[src/rtl/host_bus_arbiter_pkg.sv]
// Shared types and default constants for the host bus arbiter.
package host_bus_pkg;

  typedef enum logic [2:0] {
    ST_IDLE,
    ST_GET_AH,
    ST_GET_AL,
    ST_GET_DATA,
    ST_HALT,
    ST_ACCESS,
    ST_SEND
  } host_bus_state_t;

  typedef enum logic {
    OP_READ,
    OP_WRITE
  } host_bus_op_t;

  localparam logic [7:0] HB_CMD_WRITE = 8'h57;
  localparam logic [7:0] HB_CMD_READ  = 8'h52;
  localparam logic [7:0] HB_ACK_BYTE  = 8'h06;

endpackage

[src/rtl/host_bus_arbiter_if.sv]
// Bus bundle between the arbiter (slave side) and the UART / CPU / memory
// environment (master side).
interface host_bus_arbiter_if;

  // UART receive side
  logic [7:0]  rxdata;
  logic        rxready;
  logic        rxclk;
  // UART transmit side
  logic [7:0]  txdata;
  logic        txready;
  logic        txclk;
  // CPU side
  logic [15:0] cpuAddr;
  logic [7:0]  cpuDataOut;
  logic        cpuRnw;
  logic        cpuReady;
  logic [7:0]  cpuDataIn;
  // Memory decode side
  logic [15:0] memAddr;
  logic [7:0]  memDataWrite;
  logic        memRnw;
  logic [7:0]  memDataRead;
  // Status
  logic        hostActive;

  modport master (
    output rxdata, rxready, txready, cpuAddr, cpuDataOut, cpuRnw, memDataRead,
    input  rxclk, txdata, txclk, cpuReady, cpuDataIn, memAddr, memDataWrite,
           memRnw, hostActive
  );

  modport slave (
    input  rxdata, rxready, txready, cpuAddr, cpuDataOut, cpuRnw, memDataRead,
    output rxclk, txdata, txclk, cpuReady, cpuDataIn, memAddr, memDataWrite,
           memRnw, hostActive
  );

endinterface

[src/rtl/host_bus_arbiter_cmd_parser.sv]
// Host command byte parser: collects opcode, address and (for writes) data
// from the UART and hands a complete command to the arbiter core.
module host_cmd_parser
  import host_bus_pkg::*;
#(
  parameter logic [7:0] CMD_WRITE = HB_CMD_WRITE,
  parameter logic [7:0] CMD_READ  = HB_CMD_READ
) (
  input  logic         clk,
  input  logic         nrst,
  input  logic [7:0]   rxdata_i,
  input  logic         rxready_i,
  output logic         rxclk_o,
  input  logic         busy_i,
  output logic         cmdValid_o,
  output host_bus_op_t op_o,
  output logic [15:0]  addr_o,
  output logic [7:0]   data_o
);

  host_bus_state_t state_q;
  host_bus_op_t    op_q;
  logic [7:0]      addrh_q;
  logic [7:0]      addrl_q;
  logic [7:0]      data_q;
  logic            rxclk_q;
  logic            accept;

  // rxready stays high until the UART sees the rxclk pulse, so the cycle in
  // which rxclk is high must not accept the same byte a second time.
  assign accept = rxready_i && !rxclk_q && !busy_i;

  // The last byte of a command is forwarded in the cycle it is accepted so
  // the core can enter HALT on the same edge.
  assign cmdValid_o = accept &&
                      (((state_q == ST_GET_AL) && (op_q == OP_READ)) ||
                       (state_q == ST_GET_DATA));
  assign op_o    = op_q;
  assign addr_o  = {addrh_q, (state_q == ST_GET_AL) ? rxdata_i : addrl_q};
  assign data_o  = (state_q == ST_GET_DATA) ? rxdata_i : data_q;
  assign rxclk_o = rxclk_q;

  // Byte-collection FSM with registered rxclk acknowledge.
  always_ff @(posedge clk or negedge nrst) begin
    if (!nrst) begin
      state_q <= ST_IDLE;
      op_q    <= OP_READ;
      addrh_q <= '0;
      addrl_q <= '0;
      data_q  <= '0;
      rxclk_q <= 1'b0;
    end else begin
      rxclk_q <= accept;
      if (accept) begin
        case (state_q)
          ST_IDLE: begin
            if (rxdata_i == CMD_WRITE) begin
              op_q    <= OP_WRITE;
              state_q <= ST_GET_AH;
            end else if (rxdata_i == CMD_READ) begin
              op_q    <= OP_READ;
              state_q <= ST_GET_AH;
            end
          end
          ST_GET_AH: begin
            addrh_q <= rxdata_i;
            state_q <= ST_GET_AL;
          end
          ST_GET_AL: begin
            addrl_q <= rxdata_i;
            state_q <= (op_q == OP_WRITE) ? ST_GET_DATA : ST_IDLE;
          end
          ST_GET_DATA: begin
            data_q  <= rxdata_i;
            state_q <= ST_IDLE;
          end
          default: state_q <= ST_IDLE;
        endcase
      end
    end
  end

endmodule

[src/rtl/host_bus_arbiter.sv]
// Memory-port arbiter between the 8227 CPU and the UART host loader: stalls
// the CPU, performs one host access on the memory port, answers over UART.
module host_bus_arbiter
  import host_bus_pkg::*;
#(
  parameter logic [7:0] CMD_WRITE = HB_CMD_WRITE,
  parameter logic [7:0] CMD_READ  = HB_CMD_READ,
  parameter logic [7:0] ACK_BYTE  = HB_ACK_BYTE
) (
  input  logic               clk,
  input  logic               nrst,
  host_bus_arbiter_if.slave  bus
);

  host_bus_state_t state_q;
  host_bus_op_t    op_q;
  logic [15:0]     addr_q;
  logic [7:0]      wdata_q;
  logic [7:0]      rdata_q;
  logic            cpuReady_q;
  logic            txclk_q;
  logic [7:0]      txdata_q;

  logic            cmd_valid;
  host_bus_op_t    cmd_op;
  logic [15:0]     cmd_addr;
  logic [7:0]      cmd_data;
  logic            busy;

  assign busy = (state_q != ST_IDLE);

  host_cmd_parser #(
    .CMD_WRITE (CMD_WRITE),
    .CMD_READ  (CMD_READ)
  ) u_parser (
    .clk        (clk),
    .nrst       (nrst),
    .rxdata_i   (bus.rxdata),
    .rxready_i  (bus.rxready),
    .rxclk_o    (bus.rxclk),
    .busy_i     (busy),
    .cmdValid_o (cmd_valid),
    .op_o       (cmd_op),
    .addr_o     (cmd_addr),
    .data_o     (cmd_data)
  );

  // Stall / access / respond FSM. txclk is raised on the edge that enters
  // its pulse cycle, so the ACCESS->SEND edge already launches the response
  // when the transmitter is idle; the edge after the pulse releases the CPU.
  always_ff @(posedge clk or negedge nrst) begin
    if (!nrst) begin
      state_q    <= ST_IDLE;
      op_q       <= OP_READ;
      addr_q     <= '0;
      wdata_q    <= '0;
      rdata_q    <= '0;
      cpuReady_q <= 1'b1;
      txclk_q    <= 1'b0;
      txdata_q   <= '0;
    end else begin
      case (state_q)
        ST_IDLE: begin
          if (cmd_valid) begin
            op_q       <= cmd_op;
            addr_q     <= cmd_addr;
            wdata_q    <= cmd_data;
            cpuReady_q <= 1'b0;
            state_q    <= ST_HALT;
          end
        end
        ST_HALT: begin
          if (!cpuReady_q && bus.cpuRnw) state_q <= ST_ACCESS;
        end
        ST_ACCESS: begin
          rdata_q <= bus.memDataRead;
          state_q <= ST_SEND;
          if (bus.txready) begin
            txclk_q  <= 1'b1;
            txdata_q <= (op_q == OP_READ) ? bus.memDataRead : ACK_BYTE;
          end
        end
        ST_SEND: begin
          if (txclk_q) begin
            txclk_q    <= 1'b0;
            cpuReady_q <= 1'b1;
            state_q    <= ST_IDLE;
          end else if (bus.txready) begin
            txclk_q  <= 1'b1;
            txdata_q <= (op_q == OP_READ) ? rdata_q : ACK_BYTE;
          end
        end
        default: state_q <= ST_IDLE;
      endcase
    end
  end

  // Memory-port mux: host owns the port only during ACCESS.
  always_comb begin
    bus.memAddr      = bus.cpuAddr;
    bus.memRnw       = bus.cpuRnw;
    bus.memDataWrite = bus.cpuDataOut;
    bus.cpuDataIn    = bus.memDataRead;
    if (state_q == ST_ACCESS) begin
      bus.memAddr      = addr_q;
      bus.memRnw       = (op_q == OP_READ);
      bus.memDataWrite = wdata_q;
      bus.cpuDataIn    = '0;
    end
  end

  assign bus.cpuReady   = cpuReady_q;
  assign bus.txclk      = txclk_q;
  assign bus.txdata     = txdata_q;
  assign bus.hostActive = (state_q != ST_IDLE);

endmodule

[src/flat_wrapper.sv]
// flat-port wrapper written by rule: the top's interface ports become plain ports
module host_bus_arbiter_flat import host_bus_pkg::*;
#(
  parameter logic [7:0] CMD_WRITE = HB_CMD_WRITE,
  parameter logic [7:0] CMD_READ  = HB_CMD_READ,
  parameter logic [7:0] ACK_BYTE  = HB_ACK_BYTE
)
  (clk, nrst, bus_rxdata, bus_rxready, bus_txready, bus_cpuAddr, bus_cpuDataOut, bus_cpuRnw, bus_memDataRead, bus_rxclk, bus_txdata, bus_txclk, bus_cpuReady, bus_cpuDataIn, bus_memAddr, bus_memDataWrite, bus_memRnw, bus_hostActive);
  host_bus_arbiter_if bus_i ();
  input  logic clk;
  input  logic nrst;
  input wire logic [$bits(bus_i.rxdata)-1:0] bus_rxdata;
  input wire logic [$bits(bus_i.rxready)-1:0] bus_rxready;
  input wire logic [$bits(bus_i.txready)-1:0] bus_txready;
  input wire logic [$bits(bus_i.cpuAddr)-1:0] bus_cpuAddr;
  input wire logic [$bits(bus_i.cpuDataOut)-1:0] bus_cpuDataOut;
  input wire logic [$bits(bus_i.cpuRnw)-1:0] bus_cpuRnw;
  input wire logic [$bits(bus_i.memDataRead)-1:0] bus_memDataRead;
  output wire logic [$bits(bus_i.rxclk)-1:0] bus_rxclk;
  output wire logic [$bits(bus_i.txdata)-1:0] bus_txdata;
  output wire logic [$bits(bus_i.txclk)-1:0] bus_txclk;
  output wire logic [$bits(bus_i.cpuReady)-1:0] bus_cpuReady;
  output wire logic [$bits(bus_i.cpuDataIn)-1:0] bus_cpuDataIn;
  output wire logic [$bits(bus_i.memAddr)-1:0] bus_memAddr;
  output wire logic [$bits(bus_i.memDataWrite)-1:0] bus_memDataWrite;
  output wire logic [$bits(bus_i.memRnw)-1:0] bus_memRnw;
  output wire logic [$bits(bus_i.hostActive)-1:0] bus_hostActive;
  assign bus_i.rxdata = bus_rxdata;
  assign bus_i.rxready = bus_rxready;
  assign bus_i.txready = bus_txready;
  assign bus_i.cpuAddr = bus_cpuAddr;
  assign bus_i.cpuDataOut = bus_cpuDataOut;
  assign bus_i.cpuRnw = bus_cpuRnw;
  assign bus_i.memDataRead = bus_memDataRead;
  assign bus_rxclk = bus_i.rxclk;
  assign bus_txdata = bus_i.txdata;
  assign bus_txclk = bus_i.txclk;
  assign bus_cpuReady = bus_i.cpuReady;
  assign bus_cpuDataIn = bus_i.cpuDataIn;
  assign bus_memAddr = bus_i.memAddr;
  assign bus_memDataWrite = bus_i.memDataWrite;
  assign bus_memRnw = bus_i.memRnw;
  assign bus_hostActive = bus_i.hostActive;
  host_bus_arbiter #(.CMD_WRITE(CMD_WRITE), .CMD_READ(CMD_READ), .ACK_BYTE(ACK_BYTE)) u_core (.clk(clk), .nrst(nrst), .bus(bus_i));
endmodule
[config.mk]
export PLATFORM = sky130hd
export DESIGN_NAME = host_bus_arbiter_flat
export DESIGN_NICKNAME = d
export VERILOG_FILES = /design/src/rtl/host_bus_arbiter_pkg.sv /design/src/rtl/host_bus_arbiter_if.sv /design/src/rtl/host_bus_arbiter_cmd_parser.sv /design/src/rtl/host_bus_arbiter.sv /design/src/flat_wrapper.sv
export SDC_FILE = /design/constraint.sdc
export NUM_CORES = 1
export LEC_CHECK = 0
export ABC_AREA = 0
export CORE_MARGIN = 2
export CORE_UTILIZATION = 46
export CTS_CLUSTER_DIAMETER = 150
export DETAILED_ROUTE_END_ITERATION = 10
export PLACE_DENSITY = 0.8
export SKIP_CTS_REPAIR_TIMING = 1
export SLEW_MARGIN = 20
export SYNTH_ARGS = -nofsm -noshare
export SYNTH_HDL_FRONTEND = slang
export SYNTH_HIERARCHICAL = 1
export SYNTH_SLANG_ARGS = --single-unit
[constraint.sdc]
create_clock -name clk -period 3.2 [get_ports clk]
set_input_delay 0.32 -clock clk [delete_from_list [all_inputs] [get_ports clk]]
set_output_delay 0.32 -clock clk [all_outputs]
set_load 0.02 [all_outputs]
==> out/qor.csv <==
stage;metric;value;unit
pwr;seq_power_share;43.4;%
yosys;synth_top_area_cell;sky130_fd_sc_hd__dfrtp_1;
finish;ff_latch_area;0.00185;sq mm
clock_tree;ctsRootBufferMaster;sky130_fd_sc_hd__clkbuf_8;
placement;preCtsSetupSlack;0.369;ns
global_route;grt_overflow_total;0;
timing;rsz0062_at_grt;no;
placement;finalWeightedCongestion;0.758;
finish;utilization;62.5;%
setup_path;worstPathBufferInverterCount;1;
setup_path;timing.critical_path.slowest_stage_cell;sky130_fd_sc_hd__dfrtp_1;
pwr;internal_power_component;2.51;mW
global_route;grt_antenna_before_repair;0;
clock_tree;ctsHtreeMaxLevel;3;
timing;tightest_slew;0.900;ns
setup_path;start_kind;register;
die;design.core.area;0.00769;sq mm
routing;drt-pass1-iter-count;4;
clock_tree;cts_inserted_buffers;9;
timing;setup_viol;0;
die;dieWidth;92.7;um
setup_path;cpLargestDelayFamily;simple AND/OR/NAND/NOR gates;
timing;finalHoldViolations;0;
pwr;p_per_area;737;mW/mm^2
yosys;yosysSeqAreaShare;51.2;%
setup_path;critical_path_required;3.43;ns
yosys;post_synth_inst_count;259;
clock_tree;path_clk_slew;0.07;ns
pwr;switchingPower;1.03;mW
clock_tree;cts_num_sinks;74;
yosys;post_syn_nets;304;
setup_path;worstSetupEndpointType;register;
yosys;synth_async_sr_flop_share;100;%
setup_path;cp_cell_sequence;or3_1 -> nor3b_4 -> o21ai_0 -> nor2_1 -> nor4b_4 -> buf_4 -> mux2_2;
finish;nFillCells;610;
finish;layout_commonest_cell;sky130_fd_sc_hd__clkdlybuf4s50_1;
finish;area.growth.synth_to_final;32.8;%
routing;drt_drc_violations_left;0;
yosys;synth_enable_flop_cells;0;
setup_path;timing.critical_path.arrival;3.11;ns
pwr;clock_power_share;24.6;%
finish;multi_input_area;0.00165;sq mm
pwr;p_sw_share;29.0;%
setup_path;worst-setup-path-type;reg -> reg;
outcome;status;completed;
pwr;power.combinational.fraction;32.0;%
routing;detailedRoute.firstIterationViolations;99;
global_route;grt_first_pass_wirelength;11900;um
timing;skew;0.00529;ns
timing;fin_tns_setup;0;ns
global_route;grt_max_degree;75;
routing;wirelength;7130;um
die;die_area;0.00859;sq mm
yosys;mux_cell_area_share_after_synthesis;33.5;%
routing;wl_per_cell;15.6;um
yosys;synth_register_bits;74;
routing;antenna_violating_nets_post_route;0;
timing;report.final.slew_viol_count;0;
timing;max-slew-margin-rel;40.0;%
yosys;ys_top_cells_by_area;sky130_fd_sc_hd__dfrtp_1 (51%), sky130_fd_sc_hd__mux2_2 (25%), sky130_fd_sc_hd__mux2_4 (4.2%);
yosys;yosys.area_share.simple;7.30;%
finish;ratio_of_cells_with_drive_above_1_in_the_final_layout;33.1;%
timing;clock.fmax;347;MHz
global_route;grt_pass1_vias;2395;
die;initial_utilization;47.0;%
yosys;yosysUniqueCellTypes;38;
placement;dp_hpwl;4980;um
min_path;worst_hold_path_type;in -> async;
die;design.portCount;90;
timing;post_route_fraction_of_the_period_consumed_by_the_critical_path;90.1;%
finish;n_antenna_cell;0;
yosys;synth-compound-area-share;4.29;%
routing;avgViaCountPerCell;5.22;
yosys;yosys_most_used_dff;sky130_fd_sc_hd__dfrtp_1;
finish;most-common-layout-cells;sky130_fd_sc_hd__clkdlybuf4s50_1 (88), sky130_fd_sc_hd__mux2_2 (80), sky130_fd_sc_hd__dfrtp_1 (73);
yosys;synthesis.area_per_instance;14.0;sq um
yosys;synth_top_family_by_area;multiplexers;
timing;post-route-worst-setup-slack;0.316;ns
routing;total_number_of_vias;2382;
die;rows;32;
clock_tree;clk-insertion-delay-late;0.35;ns
global_route;globalRouteTotalUtil;17.8;%
setup_path;cp_slowest_stage_delay;0.50;ns
placement;numPortBuffers;89;
yosys;synthesis.yosys.warnings;6;
clock_tree;cts_max_path_buffers;2;
yosys;syn_area;0.00362;sq mm
run;drv.max_cap_violation_count;0;
finish;nets;394;
pwr;vdd_ir_drop_max;0.291;mV
setup_path;worst_path_fanout_max;27;
yosys;yosys.area_share.xor_xnor;0.484;%
yosys;synth_top_area_share;50.5;%
die;vertical_die_dimension;92.7;um
yosys;adder_cell_share_of_the_synthesized_area;0;%
timing;finalCriticalPeriod;2.88;ns
clock_tree;cts_tree;built;
pwr;power.static_leakage;2.06;nW
==> cell usage after synthesis, drive strengths merged, types with 2 or more instances <==
| cell | instances |
|---|---|
| nor2 | 6 |
| mux2i | 8 |
| inv | 4 |
| o2bb2ai | 6 |
| mux2 | 97 |
| nor2b | 4 |
| buf | 13 |
| nand2 | 6 |
| nand4 | 2 |
| nor4bb | 2 |
| nand3 | 2 |
| nand3b | 2 |
| dfrtp | 73 |
| xnor2 | 2 |
| a21oi | 3 |
| o21ai | 5 |
| nor3b | 2 |
| and2 | 8 |
==> power groups by stage <==
stage | registers (mW) | logic [mW] | clock network, mW
final | 1.54 | 1.13 | 0.869
after global routing | 1.59 | 1.23 | 0.927
after CTS | 1.54 | 1.15 | 0.890
after detailed placement | 1.56 | 1.14 | 0
after global placement | 1.54 | 1.10 | 0
after floorplan | 1.49 | 0.811 | 0
==> per-stage QoR <==
stage               area, sq um  instances  power, mW  hold WS (ns)
floorplan                  3620        259       2.31        0.0244
global placement           4560        440       2.64         0.472
detailed placement         4560        440       2.70         0.475
CTS                        4800        456       3.58         0.136
global route               4800        456       3.75         0.192
finish                     4800        456       3.54         0.115
==> state kept, by name, summed over array words and instances, names as in the netlist <==
| register | flops |
|---|---|
| u_core/state_q | 3 |
| u_core/wdata_q | 8 |
| u_core/addr_q | 16 |
| u_core/u_parser/addrl_q | 8 |
| u_core/u_parser/op_o | 1 |
| u_core/rdata_q | 8 |
| u_core/op_q | 1 |
| u_core/u_parser/rxclk_o | 1 |
| u_core/bus.cpuReady | 1 |
| u_core/u_parser/state_q | 2 |
| u_core/bus.txdata | 8 |
| u_core/u_parser/addrh_q | 8 |
| u_core/u_parser/data_q | 8 |
| u_core/bus.txclk | 1 |
==> per-layer routing <==
layer | global-route usage (%) | wire [um] | up-vias
li1 | - | - | 1117
met5 | 0 | 0 | -
met4 | 6.25 | 72 | 0
met2 | 28.2 | 3460 | 81
met3 | 3.66 | 340 | 4
met1 | 24.5 | 3260 | 1180
==> worst paths after layout <==
check                           depth (start not counted)  slack (ns)                 start              endpoint
min in group clk                                        1        0.49  u_core/bus.txdata[6]  u_core/bus.txdata[6]
worst min-delay path                                    1        0.12                  nrst     u_core/wdata_q[0]
worst max-delay path                                    7        0.32     u_core/state_q[2]     u_core/addr_q[12]
max in group asynchronous                               1        2.52                  nrst     u_core/rdata_q[3]
worst max register to register                          7        0.32     u_core/state_q[2]     u_core/addr_q[12]
worst min register to register                          1        0.49  u_core/bus.txdata[6]  u_core/bus.txdata[6]
==> area by class of cell <==
class | instances | area share (%)
clock buffers | 10 | 2.66
clock inverters | 6 | 2.37
inverters | 4 | 0.313
multi-input cells | 167 | 34.3
flip-flops and latches | 74 | 38.6
well taps | 102 | 2.66
repair buffers | 93 | 19.1
==> worst reg2reg max path, cell delays in order (launching register included) <==
cell and delay, ns:
sky130_fd_sc_hd__dfrtp_1 0.50, sky130_fd_sc_hd__or3_1 0.47, sky130_fd_sc_hd__nor3b_4 0.36, sky130_fd_sc_hd__o21ai_0 0.19
sky130_fd_sc_hd__nor2_1 0.19, sky130_fd_sc_hd__nor4b_4 0.23, sky130_fd_sc_hd__buf_4 0.42, sky130_fd_sc_hd__mux2_2 0.41
==> cells by family (layout without fill, tap and decap cells) <==
| kind of cell | Yosys count | count (layout) |
|---|---|---|
| AND/OR/NAND/NOR | 39 | 39 |
| flip-flops | 74 | 74 |
| XOR/XNOR | 2 | 2 |
| buffers and inverters | 18 | 113 |
| AO/OA/AOI/OAI | 21 | 21 |
| multiplexers | 105 | 105 |
Note: power is estimated with default switching activity, not from simulation.
